File: src/rtl/booth_mult.sv
// Sequential signed WIDTHxWIDTH radix-2 Booth multiplier (one iteration per clock).
// Optional BOOTH_MULT_ZERO_SKIP_EN: a zero operand at acceptance bypasses RUN.
module booth_mult #(
    parameter int WIDTH = 32
) (
    input  logic             clock,
    input  logic             reset,
    input  logic             mult_ctrl,
    input  logic [WIDTH-1:0] a,
    input  logic [WIDTH-1:0] b,
    output logic [WIDTH-1:0] hi_out,
    output logic [WIDTH-1:0] lo_out,
    output logic             mult_end,
    output logic             busy
);
    localparam int CW = $clog2(WIDTH) + 1;
    localparam logic [CW-1:0] LAST = CW'(WIDTH - 1);

    typedef enum logic [1:0] {IDLE, RUN, DONE} state_t;

    state_t         state, state_nxt;
    logic [WIDTH:0] acc, m, sum, acc_nxt;
    logic [WIDTH-1:0] q, q_nxt;
    logic           q_m1;
    logic [CW-1:0]  count;
    logic           last_iter;

`ifdef BOOTH_MULT_ZERO_SKIP_EN
    logic zero_op;
    assign zero_op = (a == '0) || (b == '0);
`endif

    assign last_iter = (count == LAST);

    // Booth step: add/subtract the sign-extended multiplicand, then arithmetic shift {acc,q,q_m1}
    always_comb begin
        sum = acc;
        case ({q[0], q_m1})
            2'b01:   sum = acc + m;
            2'b10:   sum = acc - m;
            default: sum = acc;
        endcase
        acc_nxt = {sum[WIDTH], sum[WIDTH:1]};
        q_nxt   = {sum[0], q[WIDTH-1:1]};
    end

    always_ff @(posedge clock) begin
        if (reset) state <= IDLE;
        else       state <= state_nxt;
    end

    always_comb begin
        state_nxt = state;
        case (state)
            IDLE: begin
                if (mult_ctrl) begin
`ifdef BOOTH_MULT_ZERO_SKIP_EN
                    state_nxt = zero_op ? DONE : RUN;
`else
                    state_nxt = RUN;
`endif
                end
            end
            RUN:     if (last_iter) state_nxt = DONE;
            DONE:    state_nxt = IDLE;
            default: state_nxt = IDLE;
        endcase
    end

    always_comb begin
        busy     = (state == RUN) || (state == DONE);
        mult_end = (state == DONE);
    end

    always_ff @(posedge clock) begin
        if (reset) begin
            acc    <= '0;
            m      <= '0;
            q      <= '0;
            q_m1   <= 1'b0;
            count  <= '0;
            hi_out <= '0;
            lo_out <= '0;
        end else begin
            case (state)
                IDLE: begin
                    if (mult_ctrl) begin
                        m     <= {a[WIDTH-1], a};
                        q     <= b;
                        acc   <= '0;
                        q_m1  <= 1'b0;
                        count <= '0;
`ifdef BOOTH_MULT_ZERO_SKIP_EN
                        if (zero_op) begin
                            hi_out <= '0;
                            lo_out <= '0;
                        end
`endif
                    end
                end
                RUN: begin
                    acc   <= acc_nxt;
                    q     <= q_nxt;
                    q_m1  <= q[0];
                    count <= count + CW'(1);
                    // Result is captured on the edge that enters DONE
                    if (last_iter) begin
                        hi_out <= acc_nxt[WIDTH-1:0];
                        lo_out <= q_nxt;
                    end
                end
                default: ;
            endcase
        end
    end
endmodule
File: config.mk
export PLATFORM = sky130hd
export DESIGN_NAME = booth_mult
export DESIGN_NICKNAME = d
export VERILOG_FILES = /design/src/rtl/booth_mult.sv
export SDC_FILE = /design/constraint.sdc
export NUM_CORES = 1
export LEC_CHECK = 0
export ABC_CLOCK_PERIOD_IN_PS = 4500
export BUFFER_PORTS_ARGS = -buffer_cell sky130_fd_sc_hd__buf_2
export CORE_MARGIN = 4
export CORE_UTILIZATION = 45
export DETAILED_ROUTE_END_ITERATION = 10
export GPL_ROUTABILITY_DRIVEN = 0
export PLACE_DENSITY = 0.78
export SKIP_LAST_GASP = 1
export SYNTH_ARGS = -nofsm -noshare
export SYNTH_HDL_FRONTEND = slang
export SYNTH_SLANG_ARGS = --single-unit
export TNS_END_PERCENT = 20
File: constraint.sdc
create_clock -name clock -period 4.5 [get_ports clock]
set_input_delay 0.9 -clock clock [delete_from_list [all_inputs] [get_ports clock]]
set_output_delay 0.9 -clock clock [all_outputs]
set_load 0.01 [all_outputs]
; Word-level counts from Yosys, hierarchy flattened
; Index checks and enable logic that the tools add are counted.
[totals]
output_inout_bits = 66
inputBits = 67
register_bits = 170
[classes]
n_eq_ne = 7
n_reduce_logical = 7
mux = 12
addsub = 3
[ops]
columns = operator, n
row1 = 33-bit case mux with 2 select lines, 2
row2 = 32-bit case mux with 2 select lines, 1
row3 = 33-bit adder, 1
row4 = 33-bit 2-to-1 mux, 1
row5 = 33-bit subtractor, 1
row6 = 32-bit 2-to-1 mux, 1
row7 = 6-bit case mux with 2 select lines, 1
row8 = 2-bit AND reduction, 4
row9 = 6-bit by 1-bit adder with 6-bit output (second input constant), 1
row10 = 6-bit by 5-bit equality test with 1-bit output (second input constant), 1
row11 = 6-bit 2-to-1 mux, 1
row12 = 2-bit by 1-bit equality test with 1-bit output (second input constant), 2
row13 = 2-bit equality test (second input constant), 2
row14 = 2-bit 2-to-1 mux, 2
row15 = 2-bit != test (second input constant), 2
row16 = 2-bit case mux with 2 select lines, 1
row17 = 2-bit logical NOT, 1
row18 = 1-bit case mux with 2 select lines, 1
row19 = 2-bit nonzero test, 1
row20 = 1-bit logical OR, 1
row21 = 1-bit 2-to-1 mux, 1

; Depth between registers and ports, before layout
[depth]
ltp_word = 3
depth_mapped = 19

; Worst setup path before layout
; Ideal clock, no wire load.
[synth_timing]
kind = register -> register
from = reg m[5]
to = reg hi_out[31]
path_buffers = 0
stages_incl_launch_ff = 17
t_arrival_ps = 4255
setup_slack_ps = 141
required_time_ps = 4397
path_cell_list = dfxtp_1 -> or4_4 -> nor4b_1 -> nand2_1 -> nor2_1 -> and3_1 -> a31oi_1 -> xnor2_1 -> ha_1 -> and2_1 -> a221o_1 -> o21bai_1 -> and3_1 -> a2111oi_2 -> xor2_2 -> mux2i_1 -> a2111oi_2
[synth_via]
elab_chain_cells = 2
elab_cells_between_ends = 3
classes_between = 2 x add/sub / 1 x mux
[synth_lines]
columns = item, line
row1 = "start, declared", 22  ; logic [WIDTH:0] acc, m, sum, acc_nxt;
row2 = "start signal, assigned", 88  ; m <= {a[WIDTH-1], a};
row3 = 33-bit subtractor / 33-bit adder (equally long branches), "40, 39"
row4 = 33-bit case mux with 2 select lines *, 38  ; case ({q[0], q_m1})
row5 = "end signal, assigned", 108  ; hi_out <= acc_nxt[WIDTH-1:0];
row6 = "end, declared", 11  ; output logic [WIDTH-1:0] hi_out,
; Every way passes the cells marked *; elsewhere a longest branch is shown, timed or not.
; A chain may end at the register's enable or synchronous reset.

; Worst setup path after layout
[layout_timing]
from = reg m[6]
to = reg hi_out[28]
; Same word-level chain as after synthesis.

==> impl_metrics.tcl <==
set metrics [dict create \
    outcome "completed" \
    placed_cells 1461 \
    max_slew_margin 0.398 \
    drt_iter0_drc 578 \
    power_frac_clock 0.364 \
    p_total_w 0.00400 \
    fmax_ghz 0.226 \
    finalClockSkew_ns 0.00931 \
    synth_edf_count 0 \
    drcViolationCount 0 \
    rsz0062_at_grt "true" \
    instances_no_fill 1507 \
    fin_crit_ns 4.43 \
    cp_cell_sequence "or4_4, or3_4, nor4_4, buf_4, a21oi_2, xnor2_1, ha_1, a21o_1, a21o_1, a221oi_2, a2bb2oi_2, o31ai_2, a22o_1, o41ai_2, xor2_1, o21a_1, nor3_1" \
    die_h_um 148 \
    grt.busiest_layer "met2" \
    root_buffer "clkbuf_16" \
    start_kind "register" \
    drive_above_1_share 0.201 \
    p_seq_frac 0.404 \
    rr_startpoint "m[6]" \
    use_met2 0.351 \
    routed_wl_um 23300 \
    ys_seq_area_frac 0.383 \
    cp-end-kind "register" \
    grt_use_met3 0.0396 \
    setup_viol 0 \
    first_pass_iters 5 \
    ctsHoldBuffers 0 \
    port_buffers 132 \
    ir_drop_mv 0.280 \
    cts-buffers-inserted 17 \
    wl_per_cell_um 15.5 \
    powerDensity_nw_per_um2 377 \
    synth-seq-cells 169 \
    synth_xor_area_frac 0.0634 \
    synthToLayoutAreaGrowth_pct 20.3 \
    drv_cap 0 \
    power_frac_comb 0.232 \
    clkLatencyLatePin_ns 0.43 \
    boundaryPins 133 \
    synth_area_um2 8830 \
    vias_per_cell 5.47 \
    cpPeakStageDelay_ns 0.54 \
    final_antenna_net_count 0 \
    p_sw_w 0.00124 \
    r2r-end "hi_out[28]" \
    critPathMaxFanout 4 \
    cts_buffer_depth 2 \
    hold_violations 0 \
    cts_max_level 4 \
    startpoint "m[6]" \
    synth_compound_area_frac 0.204 \
    p_int_w 0.00276 \
    grt_pass1_wl_um 37600 \
    leakagePower_nw 4.36 \
    clk_pin_slew_ns 0.07 \
    rows 50 \
    crit_path_top_delay_cell "or4_4" \
    async_flop_share 0 \
    swShare 0.310 \
    post-dp-hpwl_um 16000 \
    vias 8240 \
    criticalPathCategory "register to register" \
    cp_data_arrival_time_ns 4.73 \
    synth_adder_area_share 0.0561 \
    synthesis.instances 1113 \
    grt-ovfl-total 0 \
    ys.flop_type "dfxtp_1" \
    cts_num_sinks 169 \
    endpoint "hi_out[28]" \
    initial_utilization 0.464 \
    postSynthAreaPerCell_um2 7.93 \
    nNetsFinal 1340 \
    r2r_cells 17 \
    antenna_cells 0 \
    grtUsageMet1 0.259 \
    fill_cells 1798 \
    r2r_slack_ns 0.07 \
    synth_top_family_by_area "simple AND/OR/NAND/NOR gates" \
    core_area_um2 19000 \
    grt_max_degree 67 \
    yosys.area_share.simple 0.205 \
    grt_usage 0.208 \
    die-area_um2 21900 \
    synthesis.nets 1219 \
    cts_tree "built" \
    worstPathRequired_ns 4.80 \
    slew_violations 0 \
    crit_top_cell "a21o_1" \
    worstMarginPinSlew_ns 0.903 \
    grt_pass1_vias 7763 \
    whs_ns 0.451 \
    die_x_um 148 \
    yosysWarnings 0 \
    synthDistinctLibCells 60 \
    hold_path_class "register to register" \
    tns_ns 0 \
    antenna_found_initial 0 \
    muxShareOfSynthArea 0.0493 \
    fin_crit_sh 0.985 \
]
[Yosys cell counts (all sizes together), types with 4 or more instances]
cell type / n / area share
nand2: 192 / 0.082
dfxtp: 169 / 0.38
nor2: 148 / 0.063
a21oi: 112 / 0.064
clkbuf: 62 / 0.026
a211oi: 44 / 0.037
xnor2: 44 / 0.044
mux2i: 39 / 0.044
ha: 38 / 0.054
o21ai: 34 / 0.019
nor3: 30 / 0.018
a22oi: 24 / 0.020
inv: 20 / 0.0085
xor2: 19 / 0.020
a21o: 11 / 0.0094
o21a: 11 / 0.0094
and2: 9 / 0.0064
and3: 9 / 0.0064
buf: 9 / 0.0038
a31oi: 8 / 0.0057
nand2b: 6 / 0.0043
a32oi: 5 / 0.0050
nand3b: 5 / 0.0043
o31ai: 5 / 0.0043
mux2: 4 / 0.0051
nand4: 4 / 0.0028
nor2b: 4 / 0.0028
nor4: 4 / 0.0045
o21bai: 4 / 0.0034
or2: 4 / 0.0028
[sequential cells by signal, summed over array words and instances, names as in the netlist]
name,count
m,32
q_m1,1
hi_out,32
acc,32
lo_out,32
count,6
state,2
q,32
[routing by layer]
metal  part of all wire  vias to the layer above  routed length (um)
met2               0.48                      242               11200
met3              0.053                       67                1230
met5                  0                        -                   0
met4              0.040                        0                 939
met1               0.43                     3825                9980
li1                   -                     4106                   -
[final cells by class]
cell class,instances,area (um^2),share of cell area
Multi-Input combinational cell,852,5270,0.497
Sequential cell,169,3380,0.319
Timing Repair Buffer,173,975,0.0918
Clock buffer,21,470,0.0443
Tap cell,260,325,0.0306
Clock inverter,11,111,0.0105
Inverter,21,78.8,0.00742
[worst max-delay path: cells and delay by family (launching register included)]
kind / cells / cell delay [ns]
AOI/OAI and AO/OA: 9 / 1.72
and+or+nand+nor: 4 / 1.41
xor gates and xnor gates: 2 / 0.35
DFF: 1 / 0.32
adders and majority gates: 1 / 0.32
buffers and inverters: 1 / 0.19
[cell usage in the layout (no fill, tap or decap), drive strengths merged, types with 24 or more instances in the layout]
| master | count |
|---|---|
| a211oi | 44 |
| a21oi | 112 |
| a22oi | 24 |
| buf | 173 |
| dfxtp | 169 |
| ha | 38 |
| inv | 24 |
| mux2i | 39 |
| nand2 | 192 |
| nor2 | 148 |
| nor3 | 30 |
| o21ai | 34 |
| xnor2 | 44 |
[power groups by stage]
stage                     clock network, W  logic, W  registers [W]
after CTS                          0.00148  0.000869        0.00161
after detailed placement                 0  0.000859        0.00165
after global routing               0.00155   0.00103        0.00162
after floorplan                          0  0.000657        0.00163
after global placement                   0  0.000843        0.00165
final                              0.00146  0.000930        0.00162
[how the worst min path moves through the flow]
stage	cells after the start	from	endpoint	slack, ns
6_report	2	lo_out[28]	lo_out[28]	0.45
5_1_grt	2	lo_out[12]	lo_out[12]	0.47
4_1_cts	2	lo_out[28]	lo_out[28]	0.45
3_3_place_gp	2	lo_out[7]	lo_out[7]	0.44
3_5_place_dp	2	lo_out[28]	lo_out[28]	0.44
2_1_floorplan	2	q[1]	lo_out[0]	0.44
[logic make-up after synthesis]
kind of cell	count (synthesis)
compound gates	283
buf+inv	92
xor+xnor	63
simple gates	424
fa+ha+maj	39
flops	169
mux	43
[timing repair]
item	CTS	global route
gates resized for setup	1	31
buffers inserted	0	14
pin swaps	1	19
endpoints found under the setup margin	1	8
endpoints found under the hold margin	0	0
[through the flow]
stage          instance area, um^2  utilization  worst slack (ns)
3_5_place_dp                  9780        0.514           -0.0353
2_1_floorplan                 8830            -             0.141
4_1_cts                      10400        0.545            0.0341
5_1_grt                      10600        0.558            -0.139
6_report                     10600        0.558            0.0664
3_3_place_gp                  9780        0.514            0.0360
Power figures use the tool's default switching activity.
